--- src/rtl/branch_issue_arbiter_pkg.sv ---
// Shared decode helpers, CSR micro-op constants and FSM state type for the
// branch-resolver issue arbiter.
package branch_issue_arbiter_pkg;

  localparam logic [4:0] UOP_CSRRW  = 5'b11000;
  localparam logic [4:0] UOP_CSRRS  = 5'b11001;
  localparam logic [4:0] UOP_CSRRC  = 5'b11010;
  localparam logic [4:0] UOP_CSRRWI = 5'b11011;
  localparam logic [4:0] UOP_CSRRSI = 5'b11100;
  localparam logic [4:0] UOP_CSRRCI = 5'b11101;

  typedef enum logic [1:0] {
    ST_IDLE,
    ST_CSR_WAIT,
    ST_CSR_ISSUE,
    ST_CSR_DRAIN
  } csr_state_e;

  function automatic logic is_csr_op(input logic [4:0] uop);
    return uop[4:3] == 2'b11;
  endfunction

endpackage

--- src/rtl/rr_starve_picker.sv ---
// Round-robin one-hot picker with a starvation override: any starved eligible
// requester beats the round-robin order, lowest index first.
module rr_starve_picker #(
  parameter  int N     = 2,
  localparam int PTR_W = (N > 1) ? $clog2(N) : 1
) (
  input  logic [N-1:0]     eligible_i,
  input  logic [N-1:0]     starved_i,
  input  logic [PTR_W-1:0] rr_ptr_i,
  output logic [N-1:0]     grant_o
);

  logic [N-1:0] hi_mask;
  logic [N-1:0] cand;
  logic         found;

  // NOTE: every signal written in always_comb gets a default first, so no latch is inferred.
  always_comb begin
    hi_mask = '0;
    for (int i = 0; i < N; i++) begin
      hi_mask[i] = (i >= int'(rr_ptr_i));
    end

    // Requesters at or after the pointer first; otherwise wrap to the bottom.
    if (|(starved_i & eligible_i))      cand = starved_i & eligible_i;
    else if (|(eligible_i & hi_mask))   cand = eligible_i & hi_mask;
    else                                cand = eligible_i;

    grant_o = '0;
    found   = 1'b0;
    for (int i = 0; i < N; i++) begin
      if (!found && cand[i]) begin
        grant_o[i] = 1'b1;
        found      = 1'b1;
      end
    end
  end

endmodule

--- src/rtl/branch_issue_arbiter.sv ---
// Registered issue stage sharing the branch resolver between REQ_N requesters,
// with round-robin/starvation arbitration and serialized, non-speculative CSR ops.
module branch_issue_arbiter
  import branch_issue_arbiter_pkg::*;
#(
  parameter int REQ_N      = 2,
  parameter int PAYLOAD_W  = 128,
  parameter int TICKET_W   = 4,
  parameter int STARVE_MAX = 7
) (
  input  logic                              clk,
  input  logic                              rst,
  input  logic [REQ_N-1:0]                  req_valid,
  output logic [REQ_N-1:0]                  req_ready,
  input  logic [REQ_N-1:0][4:0]             req_microop,
  input  logic [REQ_N-1:0][TICKET_W-1:0]    req_ticket,
  input  logic [REQ_N-1:0][PAYLOAD_W-1:0]   req_payload,
  input  logic [TICKET_W-1:0]               head_ticket,
  input  logic                              flush,
  input  logic                              fu_busy,
  output logic                              out_valid,
  output logic [4:0]                        out_microop,
  output logic [TICKET_W-1:0]               out_ticket,
  output logic [PAYLOAD_W-1:0]              out_payload,
  output logic                              csr_active
);

  localparam int PTR_W = (REQ_N > 1) ? $clog2(REQ_N) : 1;
  localparam int CNT_W = $clog2(STARVE_MAX + 1);

  csr_state_e           state_q, state_d;
  logic [PTR_W-1:0]     rr_ptr_q, rr_ptr_d;
  logic [CNT_W-1:0]     starve_q [REQ_N];
  logic [CNT_W-1:0]     starve_d [REQ_N];
  logic                 out_valid_q, out_valid_d;
  logic [4:0]           out_microop_q, out_microop_d;
  logic [TICKET_W-1:0]  out_ticket_q, out_ticket_d;
  logic [PAYLOAD_W-1:0] out_payload_q, out_payload_d;

  logic [REQ_N-1:0] csr_req, at_head, eligible, starved, pick;
  logic             issue_open, grant_opp, accept, csr_accept, csr_blocked, csr_pending;

  // Both op classes may only issue in IDLE or CSR_WAIT; CSRs additionally need the ROB head.
  assign issue_open = (state_q == ST_IDLE) || (state_q == ST_CSR_WAIT);
  assign grant_opp  = ~fu_busy & ~flush & ~rst;

  always_comb begin
    csr_req  = '0;
    at_head  = '0;
    eligible = '0;
    starved  = '0;
    for (int i = 0; i < REQ_N; i++) begin
      csr_req[i] = is_csr_op(req_microop[i]);
      at_head[i] = (req_ticket[i] == head_ticket);
      eligible[i] = csr_req[i] ? (req_valid[i] & issue_open & at_head[i])
                               : (req_valid[i] & issue_open);
      starved[i] = (starve_q[i] == CNT_W'(STARVE_MAX));
    end
  end

  rr_starve_picker #(.N(REQ_N)) u_picker (
    .eligible_i (eligible),
    .starved_i  (starved),
    .rr_ptr_i   (rr_ptr_q),
    .grant_o    (pick)
  );

  assign req_ready   = grant_opp ? pick : '0;
  assign accept      = |req_ready;
  assign csr_accept  = |(req_ready & csr_req);
  assign csr_blocked = |(req_valid & csr_req & ~at_head);
  assign csr_pending = |(req_valid & csr_req);

  always_comb begin
    state_d = state_q;
    case (state_q)
      ST_IDLE:      if (csr_accept)                 state_d = ST_CSR_ISSUE;
                    else if (csr_blocked)           state_d = ST_CSR_WAIT;
      ST_CSR_WAIT:  if (csr_accept)                 state_d = ST_CSR_ISSUE;
                    else if (!csr_pending)          state_d = ST_IDLE;
      ST_CSR_ISSUE: if (out_valid_q && !fu_busy)    state_d = ST_CSR_DRAIN;
      ST_CSR_DRAIN:                                 state_d = ST_IDLE;
      default:                                      state_d = ST_IDLE;
    endcase
    if (flush) state_d = ST_IDLE;
  end

  always_comb begin
    rr_ptr_d      = rr_ptr_q;
    out_valid_d   = out_valid_q;
    out_microop_d = out_microop_q;
    out_ticket_d  = out_ticket_q;
    out_payload_d = out_payload_q;

    for (int i = 0; i < REQ_N; i++) begin
      starve_d[i] = starve_q[i];
      if (flush || !req_valid[i] || req_ready[i]) starve_d[i] = '0;
      else if (eligible[i] && !starved[i])        starve_d[i] = starve_q[i] + 1'b1;

      if (req_ready[i]) begin
        rr_ptr_d      = (i == REQ_N - 1) ? '0 : PTR_W'(i + 1);
        out_microop_d = req_microop[i];
        out_ticket_d  = req_ticket[i];
        out_payload_d = req_payload[i];
      end
    end

    if (flush)         out_valid_d = 1'b0;
    else if (accept)   out_valid_d = 1'b1;
    else if (!fu_busy) out_valid_d = 1'b0;
  end

  // NOTE: sequential state uses non-blocking assignments so every register samples pre-edge values.
  always_ff @(posedge clk) begin
    if (rst) begin
      state_q       <= ST_IDLE;
      rr_ptr_q      <= '0;
      out_valid_q   <= 1'b0;
      out_microop_q <= '0;
      out_ticket_q  <= '0;
      out_payload_q <= '0;
      for (int i = 0; i < REQ_N; i++) starve_q[i] <= '0;
    end else begin
      state_q       <= state_d;
      rr_ptr_q      <= rr_ptr_d;
      out_valid_q   <= out_valid_d;
      out_microop_q <= out_microop_d;
      out_ticket_q  <= out_ticket_d;
      out_payload_q <= out_payload_d;
      for (int i = 0; i < REQ_N; i++) starve_q[i] <= starve_d[i];
    end
  end

  assign out_valid   = out_valid_q;
  assign out_microop = out_microop_q;
  assign out_ticket  = out_ticket_q;
  assign out_payload = out_payload_q;
  assign csr_active  = (state_q != ST_IDLE);

endmodule
--- config.mk ---
export PLATFORM = sky130hd
export DESIGN_NAME = branch_issue_arbiter
export DESIGN_NICKNAME = d
export VERILOG_FILES = /design/src/rtl/branch_issue_arbiter_pkg.sv /design/src/rtl/rr_starve_picker.sv /design/src/rtl/branch_issue_arbiter.sv
export SDC_FILE = /design/constraint.sdc
export NUM_CORES = 1
export LEC_CHECK = 0
export CAP_MARGIN = 40
export CELL_PAD_IN_SITES_DETAIL_PLACEMENT = 2
export CELL_PAD_IN_SITES_GLOBAL_PLACEMENT = 2
export CORE_ASPECT_RATIO = 0.75
export CORE_MARGIN = 2
export CORE_UTILIZATION = 20
export CTS_CLUSTER_SIZE = 40
export DETAILED_ROUTE_END_ITERATION = 7
export PLACE_DENSITY_LB_ADDON = 0.15
export SYNTH_ARGS = -nofsm -noshare
export SYNTH_HDL_FRONTEND = slang
export SYNTH_HIERARCHICAL = 1
export SYNTH_SLANG_ARGS = --single-unit
--- constraint.sdc ---
create_clock -name clk -period 2.4 [get_ports clk]
set_clock_uncertainty 0.15 [all_clocks]
set_input_delay 0.24 -clock clk [delete_from_list [all_inputs] [get_ports clk]]
set_output_delay 0.24 -clock clk [all_outputs]
set_load 0.05 [all_outputs]
==> impl_metrics.json <==
{
  "clk_pin_slew_ns": 0.06,
  "cts_max_level": 4,
  "nets": 1477,
  "crit_type": "register to register",
  "place_ws_ns": -0.8506,
  "min_from": "rst",
  "core_area_sq_um": 36860,
  "die_x_um": 226.7,
  "grt_pass1_vias": 7782,
  "root_buffer": "clkbuf_16",
  "ir_drop_mv": 0.4045,
  "dr.pass1.iters": 4,
  "reg2reg_from": "starve_q[0][0]",
  "period_needed_ns": 2.609,
  "grt_pass1_wl_um": 49110,
  "port_buffers": 424,
  "via_per_inst": 4.342,
  "start_util_pct": 20.19,
  "syn_inst": 691,
  "p_comb_share_pct": 23.9,
  "instances_no_fill": 1708,
  "syn_area_sq_um": 7442,
  "gp_congestion": 0.7405,
  "ys_ff_latch": 147,
  "hpwl_um": 24090,
  "hp-class": "input port to register",
  "drcViolationCount": 0,
  "wl_per_cell_um": 21.50,
  "cp-start-kind": "register",
  "regToRegSetupSlack_ns": -0.21,
  "r2r-end": "state_q[0]",
  "design_area_sq_um": 15450,
  "leakagePower_nw": 5.268,
  "yosysSeqAreaShare_pct": 39.54,
  "grt_overflow": 0,
  "power_frac_seq_pct": 36.2,
  "clockPowerShare_pct": 40.0,
  "outcome": "complete, but fails checks",
  "dpl.cell_count": 1613,
  "switching_share_pct": 28.62,
  "worst_slew_pin_slew_ns": 0.7855,
  "cp_data_arrival_time_ns": 2.80,
  "relSlewSlack_pct": 47.63,
  "place_area_sq_um": 12610,
  "fp.dieH_um": 171.1,
  "final-max-slew-violation-count": 0,
  "required_ns": 2.59,
  "period_share_pct": 108.7,
  "reg2regPathDepth": 11,
  "top_usage_layer": "met2",
  "switchingPower_w": 0.002049,
  "gr-usage-met2_pct": 29.93,
  "antenna_found_initial": 7,
  "drv_cap": 0,
  "boundaryPins": 425,
  "met3_usage_pct": 5.513,
  "grt_use_met1_pct": 20.25,
  "hold_path_end": "out_valid",
  "clock_sinks": 147,
  "rsz0062_at_grt": "true",
  "wirelength_um": 36720,
  "min_path_cells": 3,
  "yosys_warnings": 6,
  "rows": 61,
  "syn-num-nets": 979,
  "grt_max_degree": 98,
  "finalHoldViolations": 0,
  "setup_viol": 128,
  "fillers": 3767,
  "fmax_mhz": 383.3,
  "ant_nets": 0,
  "drt_iter0_markers": 138,
  "worstPathMaxFanout": 6,
  "clockBufferDepth": 2,
  "die_area_sq_um": 38790,
  "cts_made_buffers": 17,
  "syn_area_per_cell_sq_um": 10.77,
  "drive_above_1_share_pct": 37.97,
  "setup_slack_ns": -0.2090,
  "synth.distinct_cells": 42,
  "syn2layout_area_growth_pct": 107.5,
  "vias": 7416,
  "p_int_w": 0.005108,
  "violations": "negative setup slack",
  "endpoint_kind": "register",
  "tritoncts": "yes",
  "power_density_nw_per_um2": 463.4,
  "grt_util_all_layers_pct": 17.22,
  "clock_latency_ns": 0.45
}
[per-layer routing]
| layer | wire length (um) | vias to the layer above |
|---|---|---|
| li1 | - | 3538 |
| met3 | 2147 | 34 |
| met4 | 459 | 6 |
| met5 | 37 | - |
| met1 | 15370 | 3658 |
| met2 | 18710 | 180 |
[cell type report]
type | instances | area (sq um) | share of cell area, %
clock buffer | 22 | 464.2 | 3.005
antenna | 3 | 7.507 | 0.04860
clock inverter | 9 | 130.1 | 0.8424
multi-input combinational | 478 | 5001 | 32.38
tap | 504 | 630.6 | 4.083
timing repair buffer | 542 | 6250 | 40.46
sequential | 147 | 2949 | 19.09
inverter | 3 | 13.76 | 0.08910
[worst max path at each step]
stage	start	end	slack [ns]	cells past startpoint
finish	starve_q[0][0]	state_q[0]	-0.21	11
global route	starve_q[0][0]	state_q[0]	-0.31	11
CTS	starve_q[0][0]	req_ready[1]	-0.26	8
detailed placement	head_ticket[3]	out_payload[3]	-0.85	11
global placement	req_ticket[0]	out_payload[120]	-0.78	10
floorplan	req_ticket[1]	out_microop[0]	-0.008	10
[power groups by stage]
stage,clock (W),sequential [W],combinational [W]
floorplan,0,0.00295,0.000367
global placement,0,0.00264,0.00148
detailed placement,0,0.00264,0.00149
CTS,0.00297,0.00259,0.00160
global route,0.00308,0.00260,0.00179
finish,0.00286,0.00259,0.00171
[stage by stage]
stage                     setup TNS (ns)  utilization [%]  hold WS (ns)  power [W]
after floorplan                  -0.7613                -        0.1698   0.003315
after global placement           -104.40            34.20        0.3106   0.004120
after detailed placement         -112.53            34.20        0.3211   0.004131
after CTS                         -11.66            38.37      0.004161   0.007156
after global routing              -29.01            41.89       0.04474   0.007474
final                             -17.28            41.90       0.04957   0.007157
[timing repair]
| item | 4_1_cts | 5_1_grt |
|---|---|---|
| pin swaps | 13 | 11 |
| endpoints found under the setup margin | 149 | 146 |
| cloned | 14 | 22 |
| gates resized for setup | 108 | 200 |
| setup buffers | 20 | 6 |
| hold buffers | 0 | 0 |
[cell families (layout without fill, tap and decap cells)]
family,count (synthesis),after routing,share of synthesized area [%]
compound gates,158,158,24.93
xor+xnor,8,8,0.9414
fa+ha+maj,4,4,0.6725
buf+inv,66,576,5.867
flops,147,147,39.54
mux,137,137,18.43
other cells,0,3,0
simple gates,171,171,9.617
[flip-flops by register name, summed over array words and instances (netlist names)]
name	cells
out_ticket	4
rr_ptr_q	1
starve_q	6
state_q	2
out_payload	128
out_microop	5
out_valid	1
[synthesized netlist by cell type]
cell type,number,area (sq um)
nor3_1,1,5.000
or4b_1,1,10.01
buf_2,19,95.09
nor4_1,1,6.260
ha_1,4,50.05
buf_1,1,3.750
a211oi_2,130,1627
or2_2,3,18.77
nand2_1,5,18.77
a22o_1,1,8.760
and2_1,1,6.260
a21boi_0,2,15.01
o2bb2ai_2,1,15.01
clkbuf_1,16,60.06
a2111oi_2,1,15.01
o41a_1,1,11.26
a21oi_1,1,5.000
nor2_1,145,544.3
buf_6,17,191.4
a21boi_1,1,7.510
nand4b_1,4,35.03
o211ai_1,4,30.03
xor2_1,4,35.03
a211oi_1,7,52.55
nand2b_1,3,18.77
o21ai_0,2,10.01
dfxtp_1,147,2943
a41oi_1,2,17.52
o311a_1,1,10.01
and3b_1,1,8.760
nor4b_2,1,15.01
buf_4,10,75.07
inv_1,3,11.26
xnor2_1,4,35.03
a21o_1,1,7.510
and3_1,1,6.260
o21a_1,1,7.510
o41ai_1,1,8.760
or3_1,2,12.51
nand3_1,2,10.01
mux2i_1,137,1371
o21bai_1,1,7.510
[critical path, stage by stage, from the launching register on]
cell       delay [ns]
dfxtp_2          0.34
ha_4             0.16
ha_4             0.15
o21bai_4         0.18
a21oi_4          0.13
or4b_4           0.49
buf_4            0.17
buf_12           0.14
buf_4            0.14
o2bb2ai_4        0.15
o41ai_2          0.09
a22o_1           0.22
[layout by cell type, fill, tap and decap left out, types with 4 or more instances in the layout]
cell	instances
bufbuf_16	4
dlymetal6s2s_1	4
xnor2_2	4
mux2i_1	113
ha_4	4
buf_12	19
nand2_1	5
clkdlybuf4s50_1	406
dfxtp_1	142
buf_16	20
xor2_1	4
o211ai_1	4
nor2_1	24
mux2i_2	12
nand4b_1	4
a211oi_2	132
clkbuf_16	36
nor2_2	70
mux2i_4	12
a211oi_1	4
nor2_4	51
buf_6	9
dfxtp_2	5
buf_4	46
dlygate4sd2_1	9
Note: power is estimated with default switching activity, not from simulation.
